[src/rtl/booth_radix4_seq_mult.sv]
// Sequential radix-4 Booth multiplier, signed or unsigned per transaction.
// Valid/ready handshakes on operands and product, one Booth digit per cycle.
module booth_radix4_seq_mult #(
  parameter int WIDTH = 32
) (
  input  logic               clk,
  input  logic               rst,
  input  logic               in_valid,
  output logic               in_ready,
  input  logic [WIDTH-1:0]   a,
  input  logic [WIDTH-1:0]   b,
  input  logic               signed_mode,
  output logic               out_valid,
  input  logic               out_ready,
  output logic [2*WIDTH-1:0] product,
  output logic               busy
);

  localparam int ITER = WIDTH / 2 + 1;
  localparam int AW   = 2 * WIDTH + 4;
  localparam int BW   = WIDTH + 3;
  localparam int CW   = $clog2(ITER);

  if (WIDTH < 4 || (WIDTH % 2) != 0) begin : g_bad_width
    $error("booth_radix4_seq_mult: WIDTH must be even and >= 4");
  end

  typedef enum logic [1:0] {
    S_IDLE,
    S_CALC,
    S_DONE
  } state_t;

  state_t             r_state;
  state_t             w_next;
  logic [AW-1:0]      r_a;
  logic [AW-1:0]      r_acc;
  logic [AW-1:0]      w_pp;
  logic [AW-1:0]      w_acc_nxt;
  logic [BW-1:0]      r_b;
  logic [CW-1:0]      r_cnt;
  logic [2*WIDTH-1:0] r_product;
  logic               w_accept;
  logic               w_last;
  logic               w_sa;
  logic               w_sb;

  assign in_ready  = (r_state == S_IDLE);
  assign busy      = (r_state == S_CALC);
  assign out_valid = (r_state == S_DONE);
  assign product   = r_product;

  assign w_sa = signed_mode & a[WIDTH-1];
  assign w_sb = signed_mode & b[WIDTH-1];

  always_ff @(posedge clk) begin
    if (rst) begin
      r_state <= S_IDLE;
    end else begin
      r_state <= w_next;
    end
  end

  always_comb begin
    w_next   = r_state;
    w_accept = 1'b0;
    w_last   = 1'b0;
    unique case (r_state)
      S_IDLE: begin
        if (in_valid) begin
          w_accept = 1'b1;
          w_next   = S_CALC;
        end
      end
      S_CALC: begin
        if (r_cnt == CW'(ITER - 1)) begin
          w_last = 1'b1;
          w_next = S_DONE;
        end
      end
      S_DONE: begin
        if (out_ready) begin
          w_next = S_IDLE;
        end
      end
      default: w_next = S_IDLE;
    endcase
  end

  // r_a is pre-shifted by 4^i, so the digit only picks 0, +-A or +-2A
  always_comb begin
    w_pp = '0;
    unique case (r_b[2:0])
      3'b001, 3'b010: w_pp = r_a;
      3'b101, 3'b110: w_pp = -r_a;
      3'b011:         w_pp = {r_a[AW-2:0], 1'b0};
      3'b100:         w_pp = -{r_a[AW-2:0], 1'b0};
      default:        w_pp = '0;
    endcase
  end

  assign w_acc_nxt = r_acc + w_pp;

  always_ff @(posedge clk) begin
    if (rst) begin
      r_a       <= '0;
      r_b       <= '0;
      r_acc     <= '0;
      r_cnt     <= '0;
      r_product <= '0;
    end else if (w_accept) begin
      r_a   <= {{(WIDTH + 4){w_sa}}, a};
      r_b   <= {{2{w_sb}}, b, 1'b0};
      r_acc <= '0;
      r_cnt <= '0;
    end else if (r_state == S_CALC) begin
      r_acc <= w_acc_nxt;
      r_a   <= {r_a[AW-3:0], 2'b00};
      r_b   <= {2'b00, r_b[BW-1:2]};
      r_cnt <= r_cnt + CW'(1);
      if (w_last) begin
        r_product <= w_acc_nxt[2*WIDTH-1:0];
      end
    end
  end

endmodule

[config.mk]
export PLATFORM = sky130hd
export DESIGN_NAME = booth_radix4_seq_mult
export DESIGN_NICKNAME = d
export VERILOG_FILES = /design/src/rtl/booth_radix4_seq_mult.sv
export SDC_FILE = /design/constraint.sdc
export NUM_CORES = 1
export LEC_CHECK = 0
export CAP_MARGIN = 30
export CORE_AREA = 4 4 238 240
export DETAILED_ROUTE_END_ITERATION = 8
export DIE_AREA = 0 0 242 244
export MAX_ROUTING_LAYER = met4
export PLACE_DENSITY = 0.54
export SETUP_SLACK_MARGIN = 0.2
export SYNTH_ARGS = -nofsm -noshare
export SYNTH_HDL_FRONTEND = slang
export SYNTH_SLANG_ARGS = --single-unit
[constraint.sdc]
create_clock -name clk -period 8.22 [get_ports clk]
set_clock_uncertainty 0.15 [all_clocks]
set_input_delay 1.233 -clock clk [delete_from_list [all_inputs] [get_ports clk]]
set_output_delay 1.233 -clock clk [all_outputs]
set_load 0.02 [all_outputs]
==> impl_metrics.json <==
{
  "worst-path-buf-inv": 0,
  "finalNonFillerCells": 2977,
  "crit_family": "simple AND/OR/NAND/NOR gates",
  "worstSetupPathType": "register to register",
  "worst-r2r-setup-slack_ns": 1.18,
  "gp_congestion": 0.9177,
  "worstPathArrival_ns": 7.41,
  "ys_warn_count": 0,
  "antenna_found_initial": 2,
  "tightest_slew_ns": 0.9667,
  "initial_core_util_pct": 29.72,
  "rows": 86,
  "ys_types": 82,
  "syn-instance-count": 2263,
  "io_pins": 136,
  "n_fill_cell": 5884,
  "r2r_start": "r_a[3]",
  "syn-num-nets": 2399,
  "endpoint": "r_acc[59]",
  "core_region_area_um2": 54660,
  "hold_path.class": "register to register",
  "status": "finished clean",
  "fp.dieW_um": 242,
  "maxCapViolCount": 0,
  "fin_tns_setup_ns": 0,
  "synth_most_common_cell": "nand2_1",
  "rr_worst_depth": 21,
  "crit_fanout": 14,
  "synth_top_area_share_pct": 28.72,
  "viasPerCell": 5.501,
  "htree_levels": 1,
  "hold_buffers": 0,
  "setup_viol": 0,
  "drive_gt1_share_pct": 5.196,
  "critical_path.max_stage_delay_ns": 0.63,
  "startpoint": "r_a[3]",
  "post-cts-setup-buffer-count": 0,
  "min_period_ns": 7.041,
  "synth_seq_cells": 233,
  "postCtsResizedCells": 0,
  "synth_area_um2": 16240,
  "grt_max_degree": 87,
  "die_area_um2": 59050,
  "numPortBuffers": 135,
  "r2r_end": "r_acc[59]",
  "cts_tree": "built",
  "ys_async_sr_fraction_pct": 0,
  "drt-total-wl_um": 57330,
  "cp.depth": 21,
  "cts-root-buf": "clkbuf_16",
  "dpl.cell_count": 2919,
  "dr.first_iter.drc_count": 1302,
  "clk_path_buf_depth": 3,
  "max_freq_mhz": 142.0,
  "synth-edff-count": 0,
  "synth_area_leaders": "dfxtp_1, a21oi_1, nand2_1, ha_1, xnor2_1",
  "drc_errors": 0,
  "grt_pass1_wl_um": 89100,
  "power_density_nw_per_um2": 177.9,
  "grt_pass1_vias": 15650,
  "clk_pin_slew_worst_paths_ns": 0.06,
  "avgSynthCellArea_um2": 7.178,
  "hold_depth": 2,
  "cts_buffers": 30,
  "yosysSeqAreaShare_pct": 28.72,
  "vias": 16380,
  "grt_setup_unrepaired": "false",
  "nNetsFinal": 2383,
  "crit_required_ns": 8.59,
  "fin_crit_sh_pct": 85.66,
  "die_height_um": 244,
  "endpoint_kind": "register",
  "clk_latency_ns": 0.58,
  "finalHoldViolations": 0,
  "clock-sinks": 233,
  "synthFlopType": "dfxtp_1",
  "leakage_nw": 6.947,
  "cp-start-kind": "register",
  "vdd_drop_max_mv": 0.1490,
  "cpMostUsedCell": "or4_1",
  "multi_input_area_um2": 10640,
  "drv_slew": 0,
  "grt.total_usage_pct": 19.00,
  "postRouteAntennaNets": 0,
  "wl_per_cell_um": 19.26,
  "area_delta_synth_final_pct": 16.68,
  "first_pass_iters": 6,
  "synthTopCellsByCount": "nand2_1, a21oi_1, dfxtp_1",
  "seq_area_um2": 4668,
  "cp_slowest_cell": "or4_1",
  "maxSlewHeadroom_pct": 33.89,
  "synth_top_area_cell": "dfxtp_1",
  "overflow": 0,
  "dpl.hpwl_um": 41180,
  "cp_cell_sequence": "or4_1, nor4_1, nand3_1, nor2_1, nand3_1, or4_1, nand2_1, xnor2_1, a221oi_1, a21oi_1, ha_1, and3_1, nand2_1, or4_1, a2111oi_0, o21ai_1, o211ai_1, a21oi_1, a21o_1, a2111oi_0, a311o_1"
}
-- routing by layer --
layer | part of all wire, % | track usage (%) | vias to the layer above
met4 | 1.9 | 4.166 | 0
li1 | - | - | 8041
met5 | 0 | - | -
met3 | 5.0 | 2.544 | 69
met2 | 48 | 32.06 | 432
met1 | 45 | 24.42 | 7834
-- kinds of logic (layout without fill, tap and decap cells) --
kind of cell	count (synthesis)	count (layout)	share of synthesized area (%)
adder cells (fa/ha/maj)	67	67	5.207
other	0	2	0
buffers and inverters	242	250	6.101
multiplexers	15	15	0.9320
flip-flops	233	233	28.72
AND/OR/NAND/NOR	824	824	23.24
XOR/XNOR	140	140	7.549
AO/OA/AOI/OAI	742	742	28.25
-- where the power goes --
group | leakage [nW] | internal [W] | switching (W)
Combinational | 4.51 | 0.000242 | 0.000435
Sequential | 1.90 | 0.00118 | 0.0000756
Clock | 0.539 | 0.000896 | 0.000546
Total | 6.95 | 0.00232 | 0.00106
-- through the flow --
| stage | setup slack [ns] | power [W] | hold slack (ns) | area, um^2 | utilization [%] |
|---|---|---|---|---|---|
| 6_report | 1.179 | 0.003371 | 0.3032 | 18950 | 34.67 |
| 5_1_grt | 0.6872 | 0.003538 | 0.3198 | 18950 | 34.67 |
| 4_1_cts | 1.262 | 0.003411 | 0.3044 | 18950 | 34.66 |
| 3_5_place_dp | 1.290 | 0.001945 | 0.2953 | 17860 | 32.68 |
| 3_3_place_gp | 1.388 | 0.001937 | 0.2927 | 17860 | 32.68 |
| 2_1_floorplan | 2.283 | 0.001738 | 0.2788 | 16240 | - |
-- state kept, by name (all words and copies together) (netlist names) --
| name | cells |
|---|---|
| product | 64 |
| r_cnt | 5 |
| r_b | 34 |
| r_acc | 64 |
| r_a | 64 |
| r_state | 2 |
-- worst register-to-register path: cells and delay by family, from the launching register on --
kind                       cells  cell delay, ns
AOI/OAI and AO/OA              9            2.26
xor gates and xnor gates       1            0.09
adders and majority gates      1            0.47
DFF                            1            0.43
and+or+nand+nor               10            3.61
-- layout make-up --
type,count,share of cell area (%)
Multi-Input combinational cell,1788,56.12
Clock inverter,16,1.135
Inverter,32,0.6470
Clock buffer,40,4.588
Antenna cell,2,0.02641
Sequential cell,233,24.63
Tap cell,704,4.647
Timing Repair Buffer,162,8.206
-- cells in the final DEF, fill, tap and decap left out, types with 7 or more instances in the layout --
cell / instances
nand2_1: 405
a21oi_1: 314
dfxtp_1: 230
nor2_1: 139
clkdlybuf4s50_1: 134
o21ai_0: 116
a22oi_1: 82
xnor2_1: 74
ha_1: 66
xor2_1: 65
nor3_1: 65
nand3_1: 57
a21o_1: 48
clkbuf_16: 31
inv_1: 30
buf_4: 27
a221oi_1: 24
nand4_1: 22
or3_1: 21
a31oi_1: 21
a211oi_1: 19
and3_1: 16
o21a_1: 15
mux2i_1: 14
nand2b_1: 13
nor4_1: 13
or4_1: 12
o211ai_1: 12
o21bai_1: 10
o22ai_1: 9
and2_1: 8
clkinv_2: 8
o31ai_1: 7
a2111oi_0: 7
a311o_1: 7
-- worst min path at each step --
stage	slack (ns)	start	end
2_1_floorplan	0.28	r_state[1]	r_state[0]
3_3_place_gp	0.29	r_b[4]	r_b[4]
3_5_place_dp	0.30	product[14]	product[14]
4_1_cts	0.30	product[14]	product[14]
5_1_grt	0.32	product[9]	product[9]
6_report	0.30	product[42]	product[42]
Power figures use the tool's default switching activity.
